[config.mk]
export PLATFORM = sky130hd
export DESIGN_NAME = stack_arbiter
export DESIGN_NICKNAME = d
export VERILOG_FILES = /design/src/rtl/stack_arbiter.sv
export SDC_FILE = /design/constraint.sdc
export NUM_CORES = 1
export LEC_CHECK = 0
export CAP_MARGIN = 10
export CORE_MARGIN = 1
export CORE_UTILIZATION = 41
export CTS_CLUSTER_SIZE = 30
export DETAILED_ROUTE_END_ITERATION = 8
export PLACE_DENSITY = 0.82
export SLEW_MARGIN = 20
export SYNTH_ARGS = -nofsm -noshare
export SYNTH_HDL_FRONTEND = slang
export SYNTH_SLANG_ARGS = --single-unit
[constraint.sdc]
create_clock -name i_clk -period 4.7 [get_ports i_clk]
set_clock_uncertainty 0.15 [all_clocks]
set_input_delay 0.94 -clock i_clk [delete_from_list [all_inputs] [get_ports i_clk]]
set_output_delay 0.94 -clock i_clk [all_outputs]
set_load 0.005 [all_outputs]
[src/rtl/stack_arbiter.sv]
// Round-robin arbiter sharing one LIFO stack between NUM_REQ requesters.
// Serialises push/pop grants onto the stack ports, tracks occupancy so the
// stack never wraps, and steers pop results back to the granted requester.
module stack_arbiter #(
  parameter int NUM_REQ     = 4,
  parameter int STACK_WIDTH = 18,
  parameter int DEPTH       = 16,
  parameter int CNT_BITS    = $clog2(DEPTH + 1)
) (
  input  logic                           i_clk,
  input  logic                           i_rst,
  input  logic [NUM_REQ-1:0]             i_req,
  input  logic [NUM_REQ-1:0]             i_req_op,
  input  logic [NUM_REQ*STACK_WIDTH-1:0] i_req_data,
  input  logic                           i_flush,
  output logic [NUM_REQ-1:0]             o_ack,
  output logic [NUM_REQ-1:0]             o_rvalid,
  output logic [STACK_WIDTH-1:0]         o_rdata,
  output logic [CNT_BITS-1:0]            o_count,
  output logic                           o_full,
  output logic                           o_empty,
  output logic                           o_stk_push,
  output logic                           o_stk_pop,
  output logic [STACK_WIDTH-1:0]         o_stk_data,
  output logic                           o_stk_rst,
  input  logic [STACK_WIDTH-1:0]         i_stk_data
);

  localparam int IDX_W = (NUM_REQ > 1) ? $clog2(NUM_REQ) : 1;
  localparam int STAGES = 2;

  logic [NUM_REQ-1:0][STACK_WIDTH-1:0] req_data;
  logic [NUM_REQ-1:0]                  elig;
  logic                                push_ok, pop_ok;
  logic                                gnt_vld, gnt_push;
  logic [IDX_W-1:0]                    gnt_idx, cand_idx;

  logic [IDX_W-1:0]                    ptr_q, ptr_d;
  logic [CNT_BITS-1:0]                 count_q, count_d;
  logic [NUM_REQ-1:0]                  ack_q, rvalid_q;
  logic [STACK_WIDTH-1:0]              rdata_q, stk_data_q;
  logic                                stk_push_q, stk_pop_q, stk_rst_q;
  // Pop tags: valid bit and requester index travel together down the pipe
  logic [STAGES-1:0]                   vld_pipe_q;
  logic [STAGES-1:0][IDX_W-1:0]        idx_pipe_q;

  assign req_data = i_req_data;
  assign push_ok  = count_q < CNT_BITS'(DEPTH);
  assign pop_ok   = count_q != '0;

  // Per-requester eligibility against the registered occupancy
  always_comb begin
    elig = '0;
    for (int k = 0; k < NUM_REQ; k++)
      elig[k] = i_req[k] & (i_req_op[k] ? push_ok : pop_ok);
  end

  // Round-robin search starting just after the last granted index
  always_comb begin
    gnt_vld  = 1'b0;
    gnt_idx  = ptr_q;
    cand_idx = ptr_q;
    for (int i = 1; i <= NUM_REQ; i++) begin
      cand_idx = IDX_W'((int'(ptr_q) + i) % NUM_REQ);
      if (!gnt_vld && elig[cand_idx]) begin
        gnt_vld = 1'b1;
        gnt_idx = cand_idx;
      end
    end
    if (i_flush) gnt_vld = 1'b0;
    gnt_push = i_req_op[gnt_idx];
  end

  // Next occupancy and pointer; flush empties the stack but keeps fairness
  always_comb begin
    count_d = count_q;
    ptr_d   = ptr_q;
    if (i_flush) begin
      count_d = '0;
    end else if (gnt_vld) begin
      ptr_d   = gnt_idx;
      count_d = gnt_push ? count_q + 1'b1 : count_q - 1'b1;
    end
  end

  // Grant outputs, stack drive and state registers
  always_ff @(posedge i_clk or posedge i_rst) begin
    if (i_rst) begin
      ptr_q      <= IDX_W'(NUM_REQ - 1);
      count_q    <= '0;
      ack_q      <= '0;
      stk_push_q <= 1'b0;
      stk_pop_q  <= 1'b0;
      stk_data_q <= '0;
      stk_rst_q  <= 1'b0;
    end else begin
      ptr_q      <= ptr_d;
      count_q    <= count_d;
      ack_q      <= gnt_vld ? (NUM_REQ'(1) << gnt_idx) : '0;
      stk_push_q <= gnt_vld & gnt_push;
      stk_pop_q  <= gnt_vld & ~gnt_push;
      if (gnt_vld && gnt_push) stk_data_q <= req_data[gnt_idx];
      stk_rst_q  <= i_flush;
    end
  end

  // Pop return path: stack executes one edge after grant, capture one later
  always_ff @(posedge i_clk or posedge i_rst) begin
    if (i_rst) begin
      vld_pipe_q <= '0;
      idx_pipe_q <= '0;
      rvalid_q   <= '0;
      rdata_q    <= '0;
    end else begin
      vld_pipe_q    <= {vld_pipe_q[0], gnt_vld & ~gnt_push};
      idx_pipe_q[0] <= gnt_idx;
      idx_pipe_q[1] <= idx_pipe_q[0];
      rvalid_q      <= vld_pipe_q[1] ? (NUM_REQ'(1) << idx_pipe_q[1]) : '0;
      if (vld_pipe_q[1]) rdata_q <= i_stk_data;
    end
  end

  assign o_ack      = ack_q;
  assign o_rvalid   = rvalid_q;
  assign o_rdata    = rdata_q;
  assign o_count    = count_q;
  assign o_full     = count_q == CNT_BITS'(DEPTH);
  assign o_empty    = count_q == '0;
  assign o_stk_push = stk_push_q;
  assign o_stk_pop  = stk_pop_q;
  assign o_stk_data = stk_data_q;
  assign o_stk_rst  = stk_rst_q;

endmodule

## After elaboration in Yosys (flattened, before gate mapping)

Index checks and enable logic that the tools add are counted.

- Register bits after elaboration: 60
- Input port bits: 101
- Word-level logic and storage cells: 76

- $add $sub $neg: 6
- Magnitude comparators: 6
- Eq/ne operators: 1
- Shifts and indexed selects: 2
- Muxes and demuxes: 30
- Bitwise operators: 8
- Reduce and logical (&&, ||, !) cells: 11

Operator list:

| kind | number |
|---|---|
| $bmux 18 s2 | 1 |
| $mux 18 | 1 |
| $lt 2x3->1 const B | 5 |
| $mux 5 | 3 |
| $mux 1 | 14 |
| $bmux 1 s2 | 5 |
| $mux 2 | 4 |
| $mux 4 | 2 |
| $shl 1x2->4 const A | 2 |
| $and 1x1->1 | 6 |
| $add 5x1->5 const B | 1 |
| $eq 5x5->1 const B | 1 |
| $logic_not 5->1 | 1 |
| $lt 5x5->1 const B | 1 |
| $reduce_bool 5->1 | 1 |
| $sub 5x1->5 const B | 1 |
| $add 2x1->2 const B | 2 |
| $add 2x2->2 const B | 2 |
| $logic_and 1x1->1 | 4 |
| $logic_not 1->1 | 3 |
| $not 1->1 | 2 |
| $reduce_and 2->1 | 1 |
| $reduce_bool 2->1 | 1 |

## Depth between registers and ports, before layout

Gate-level depths: netlist of the first run.

- Depth after elaboration: 20
- Mapped depth: 14
- Depth with buffers taken out: 13

## Worst setup path after synthesis of the first run

OpenSTA, ideal clock, no wires.

- Path type: input port to flip-flop
- Start: in i_req_op[1]
- End: reg count_q[4], in the netlist o_count[4]
- Setup time: 0.128 ns
- Arrival time: 3.518 ns
- Setup slack: 0.905 ns
- Cell stages on the path: 11
- Buffers on the path: 0
- Cells stage by stage: or2_2 -> o2111a_1 -> a22o_1 -> nor4_4 -> mux2i_4 -> inv_2 -> ha_1 -> a31oi_1 -> nor2_1 -> mux2i_1 -> mux2_1

- Word-level cells in the longest chain between the ends: 19

Ends and longest elaborated chain:

| what | RTL line | RTL |
|---|---|---|
| start, declared | 13 | `input logic [NUM_REQ-1:0] i_req_op,` |
| $mux 1 | 55 | `elig[k] = i_req[k] & (i_req_op[k] ? push_ok : pop_ok);` |
| $and 1x1->1 | 55 |  |
| $bmux 1 s2 | 65 | `if (!gnt_vld && elig[cand_idx]) begin` |
| $mux 1 (not written as such) | 65 |  |
| $mux 1 | 65 |  |
| $logic_not 1->1 | 65 |  |
| $logic_and 1x1->1 | 65 |  |
| $mux 1 | 65 |  |
| [... 3 more ...] | -- |  |
| $logic_not 1->1 | 65 |  |
| $logic_and 1x1->1 | 65 |  |
| $mux 2 | 65 |  |
| $bmux 1 s2 | 71 | `gnt_push = i_req_op[gnt_idx];` |
| $mux 1 (not written as such) | 71 |  |
| $mux 5 | 82 | `count_d = gnt_push ? count_q + 1'b1 : count_q - 1'b1;` |
| $mux 5 | 80 | `end else if (gnt_vld) begin` |
| $mux 5 | 78 | `if (i_flush) begin` |
| end signal, assigned | 98 | `count_q <= count_d;` |
| end, declared | 39 | `logic [CNT_BITS-1:0] count_q, count_d;` |

Parallel ways exist; a longest one is shown, timed or not. The select of a mux whose other input is x is not followed.
A chain may end at the register's enable or synchronous reset.

## Final worst setup path of the first run

Same ends and word-level chain as after synthesis.

==> results of run 1 <==
-- routing by layer --
layer	vias to the layer above	share of wire [%]
met5	-	0
met4	0	0.61
met3	8	11
met2	129	49
met1	1363	40
li1	1410	-
-- critical path, stage by stage --
cell             delay, ns
clkdlybuf4s50_1       0.49
or2_2                 0.32
o2111a_1              0.24
a211oi_1              0.27
nor3_2                0.09
inv_1                 0.17
mux2i_1               0.36
mux2i_4               0.17
xnor2_1               0.16
ha_1                  0.23
o21a_1                0.19
nor3_1                0.14
mux2i_1               0.11
mux2_1                0.31
-- power by group --
| group | switching, mW | internal [mW] | total, mW |
|---|---|---|---|
| sequential | 0.164 | 0.753 | 0.917 |
| combinational | 0.823 | 0.997 | 1.82 |
| clock | 0.221 | 0.200 | 0.421 |
| total | 1.21 | 1.95 | 3.16 |
-- path summary, 6_finish.rpt --
check / slack (ns) / endpoint / startpoint / depth (start not counted)
setup reg to reg: 0.73 / o_count[4] / o_count[1] / 13
hold reg to reg: 0.20 / idx_pipe_q[2] / idx_pipe_q[0] / 0
max in group asynchronous: 2.73 / ptr_q[1] / i_rst / 3
min in group asynchronous: 0.82 / o_rdata[12] / i_rst / 2
hold / removal: 0.20 / idx_pipe_q[2] / idx_pipe_q[0] / 0
setup / recovery: 0.56 / o_count[4] / i_req_op[1] / 14
-- synthesized netlist by cell type (all sizes together), types with 3 or more instances --
cell / count / share of area (%)
nor2b: 6 / 1.2
mux2i: 6 / 2.3
o22ai: 3 / 0.61
mux2: 38 / 14
nor3: 6 / 0.97
dfrtp: 57 / 46
nand2: 84 / 10
inv: 8 / 0.97
buf: 10 / 1.7
clkbuf: 9 / 1.1
and3: 21 / 4.2
a31oi: 19 / 3.8
nor2: 12 / 1.5
a22o: 3 / 0.85
-- logic make-up after synthesis --
family	share of synthesized area, %
simple gates	21.4
flops	47.7
mux	16.2
compound gates	9.57
buf+inv	3.72
xor+xnor	0.566
fa+ha+maj	0.808
-- through the flow --
stage	utilization [%]	hold WS (ns)	total power, mW	area (sq um)
detailed placement	64.8	0.186	2.76	4730
global route	67.4	0.219	3.41	4910
floorplan	-	0.181	1.98	3100
CTS	67.4	0.207	3.19	4910
global placement	64.8	0.181	2.69	4730
finish	67.4	0.203	3.16	4910
-- final cells by class --
type	instances	area share, %
Timing Repair Buffer	160	32.3
Clock inverter	7	1.22
Multi-Input combinational cell	230	30.7
Inverter	8	0.611
Sequential cell	59	30.1
Clock buffer	9	2.52
Tap cell	99	2.52
-- sequential cells by signal, summed over array words and instances (netlist names) --
signal	count
o_count	5
o_ack	4
ptr_q	2
o_stk_push	1
o_rdata	18
idx_pipe_q	4
o_rvalid	4
o_stk_rst	1
vld_pipe_q	2
o_stk_data	18
==> summary.txt, run 1 <==
Timing
  – Aggregate negative setup slack: 0 ns
  – Worst Tran Pin Value: 0.829 ns
  – Minimum period implied by the final worst setup slack: 4.14 ns
  – Unrepaired setup endpoints after global routing: false
  – Headroom to the max-slew limit: 44.8%
  – Endpoints failing hold: 0
  – Post-layout worst setup margin: 0.561 ns
  – Maximum achievable frequency: 242 MHz
  – Number of pins exceeding their max-slew limit in the final report: 0
  – Total setup violations reported at the end of the flow: 0
  – Part of the cycle the worst path needs: 88.1%

Drt
  – Post-detailed-route count of antenna-violating nets: 0
  – DRC viols: 0
  – Detailed-routing iteration count for the pre-antenna-repair pass: 4
  – Post-detailed-route via-to-cell ratio: 5.09
  – First-iteration detailed-routing DRC count: 97
  – Routed wire length: 8400 um
  – Mean routed wirelength per cell: 14.7 um
  – Overall via count from detail_route: 2910

Critical path
  – Data required time at the worst endpoint: 4.77 ns
  – Setup crit start kind: input pin
  – Sort of element at the end of the critical path: flip-flop
  – Crit Path Class: in -> reg
  – Largest fanout on the critical path: 5
  – Endpoint arrival time on the critical path: 4.21 ns

Cells and area
  – Fraction of layout cells with a size suffix above 1: 13.1%
  – Post-synthesis to final-layout area growth: 58.6%
  – N_diodes: 0
  – Cell Count, Final, Fillers Out: 572
  – Filler cell count in the final layout: 592
  – Commonest cells after routing, fill and taps aside: 154 x clkdlybuf4s50_1, 83 x nand2_1, 57 x dfrtp_1
  – Number of nets in the layout: 571
  – Most common cell after layout, fill and taps aside: clkdlybuf4s50_1
  – Multi-input logic area: 1510 sq um
  – Sequential standard cell area: 1480 sq um

Global route
  – Maximum number of pins on one net before global-route repair: 42
  – Number of antenna violations at the first check in global routing: 0
  – Global route hottest layer: met2
  – Via count of the first global-routing pass: 2793
  – Total grt overflow: 0
  – Met2 Usage GRT: 38.5%
  – Overall fraction of global-route tracks in use: 21.2%
  – Global-route wire length before repair: 12700 um
  – Met1 capacity usage during global routing: 23.5%
  – Routing usage on met3: 7.11%

Pwr
  – Leakage: 2.13 nW
  – Maximum resistive drop on vdd: 0.000315 V
  – Power Dens Cells: 643 nW/um^2

Clock tree
  – Post CTS Setup Buffer Count: 0
  – Clock slew at reported path FFs: 0.08 ns
  – Clock Tree Buf Depth: 2
  – TritonCTS Sinks: 59
  – Hold-fix buffers at CTS: 0
  – TritonCTS clock tree: built
  – Clk root buf: clkbuf_8
  – Number of gates given a new drive strength after cts: 0
  – Clock network latency to the later pin of the worst-skew pair: 0.33 ns
  – Maximum level of the CTS H-tree: 3
  – TritonCTS buffer count: 9

Die
  – Area of the die: 7910 sq um
  – Vert. Die Dim: 88.9 um
  – Area of the core: 7290 sq um
  – IO Count: 155
  – Row count: 31
  – Starting density of the core: 42.5%
  – Die Span X: 88.9 um

Place
  – Final estimated routing congestion in global placement: 0.851
  – IO buf count: 154
  – Post-Place Setup Slack: 0.236 ns
  – Cell count after placement: 556
  – Hpwl dp: 6260 um

Synthesis
  – Syn_area_per_cell: 9.80 sq um
  – Count of state elements after synthesis: 59
  – Post-synth ARST share: 100%
  – Number of standard cells after synthesis: 316
  – Register area share after synthesis: 47.7%
  – Count of flip-flops with a built-in enable after synthesis: 0
  – Total standard cell area after synthesis: 3100 sq um
  – Mapped Nets: 419
  – Post-synth top flop: dfrtp_1
  – Unique masters post-synth: 47
  – Yosys warnings: 0

Status
  – Result of the run: completed

Min path
  – Class of the tightest hold or removal check: reg -> reg

Flow run
  – Max-capacitance violation count: 0
(Power assumes the default switching activity.)
==> run 2, diff against run 1 <==
--- a/config.mk
+++ b/config.mk
@@ -11,7 +11,6 @@
 export CTS_CLUSTER_SIZE = 30
 export DETAILED_ROUTE_END_ITERATION = 8
 export PLACE_DENSITY = 0.82
-export SLEW_MARGIN = 20
 export SYNTH_ARGS = -nofsm -noshare
 export SYNTH_HDL_FRONTEND = slang
 export SYNTH_SLANG_ARGS = --single-unit
==> results of run 2 <==
The final DEF is identical to that of run 1; final timing and power are the same.
==> run 3, diff against run 2 <==
--- a/config.mk
+++ b/config.mk
@@ -10,6 +10,7 @@
 export CORE_UTILIZATION = 41
 export CTS_CLUSTER_SIZE = 30
 export DETAILED_ROUTE_END_ITERATION = 8
+export GPL_ROUTABILITY_DRIVEN = 0
 export PLACE_DENSITY = 0.82
 export SYNTH_ARGS = -nofsm -noshare
 export SYNTH_HDL_FRONTEND = slang
==> results of run 3 <==
The final DEF is identical to that of run 1; final timing and power are the same.
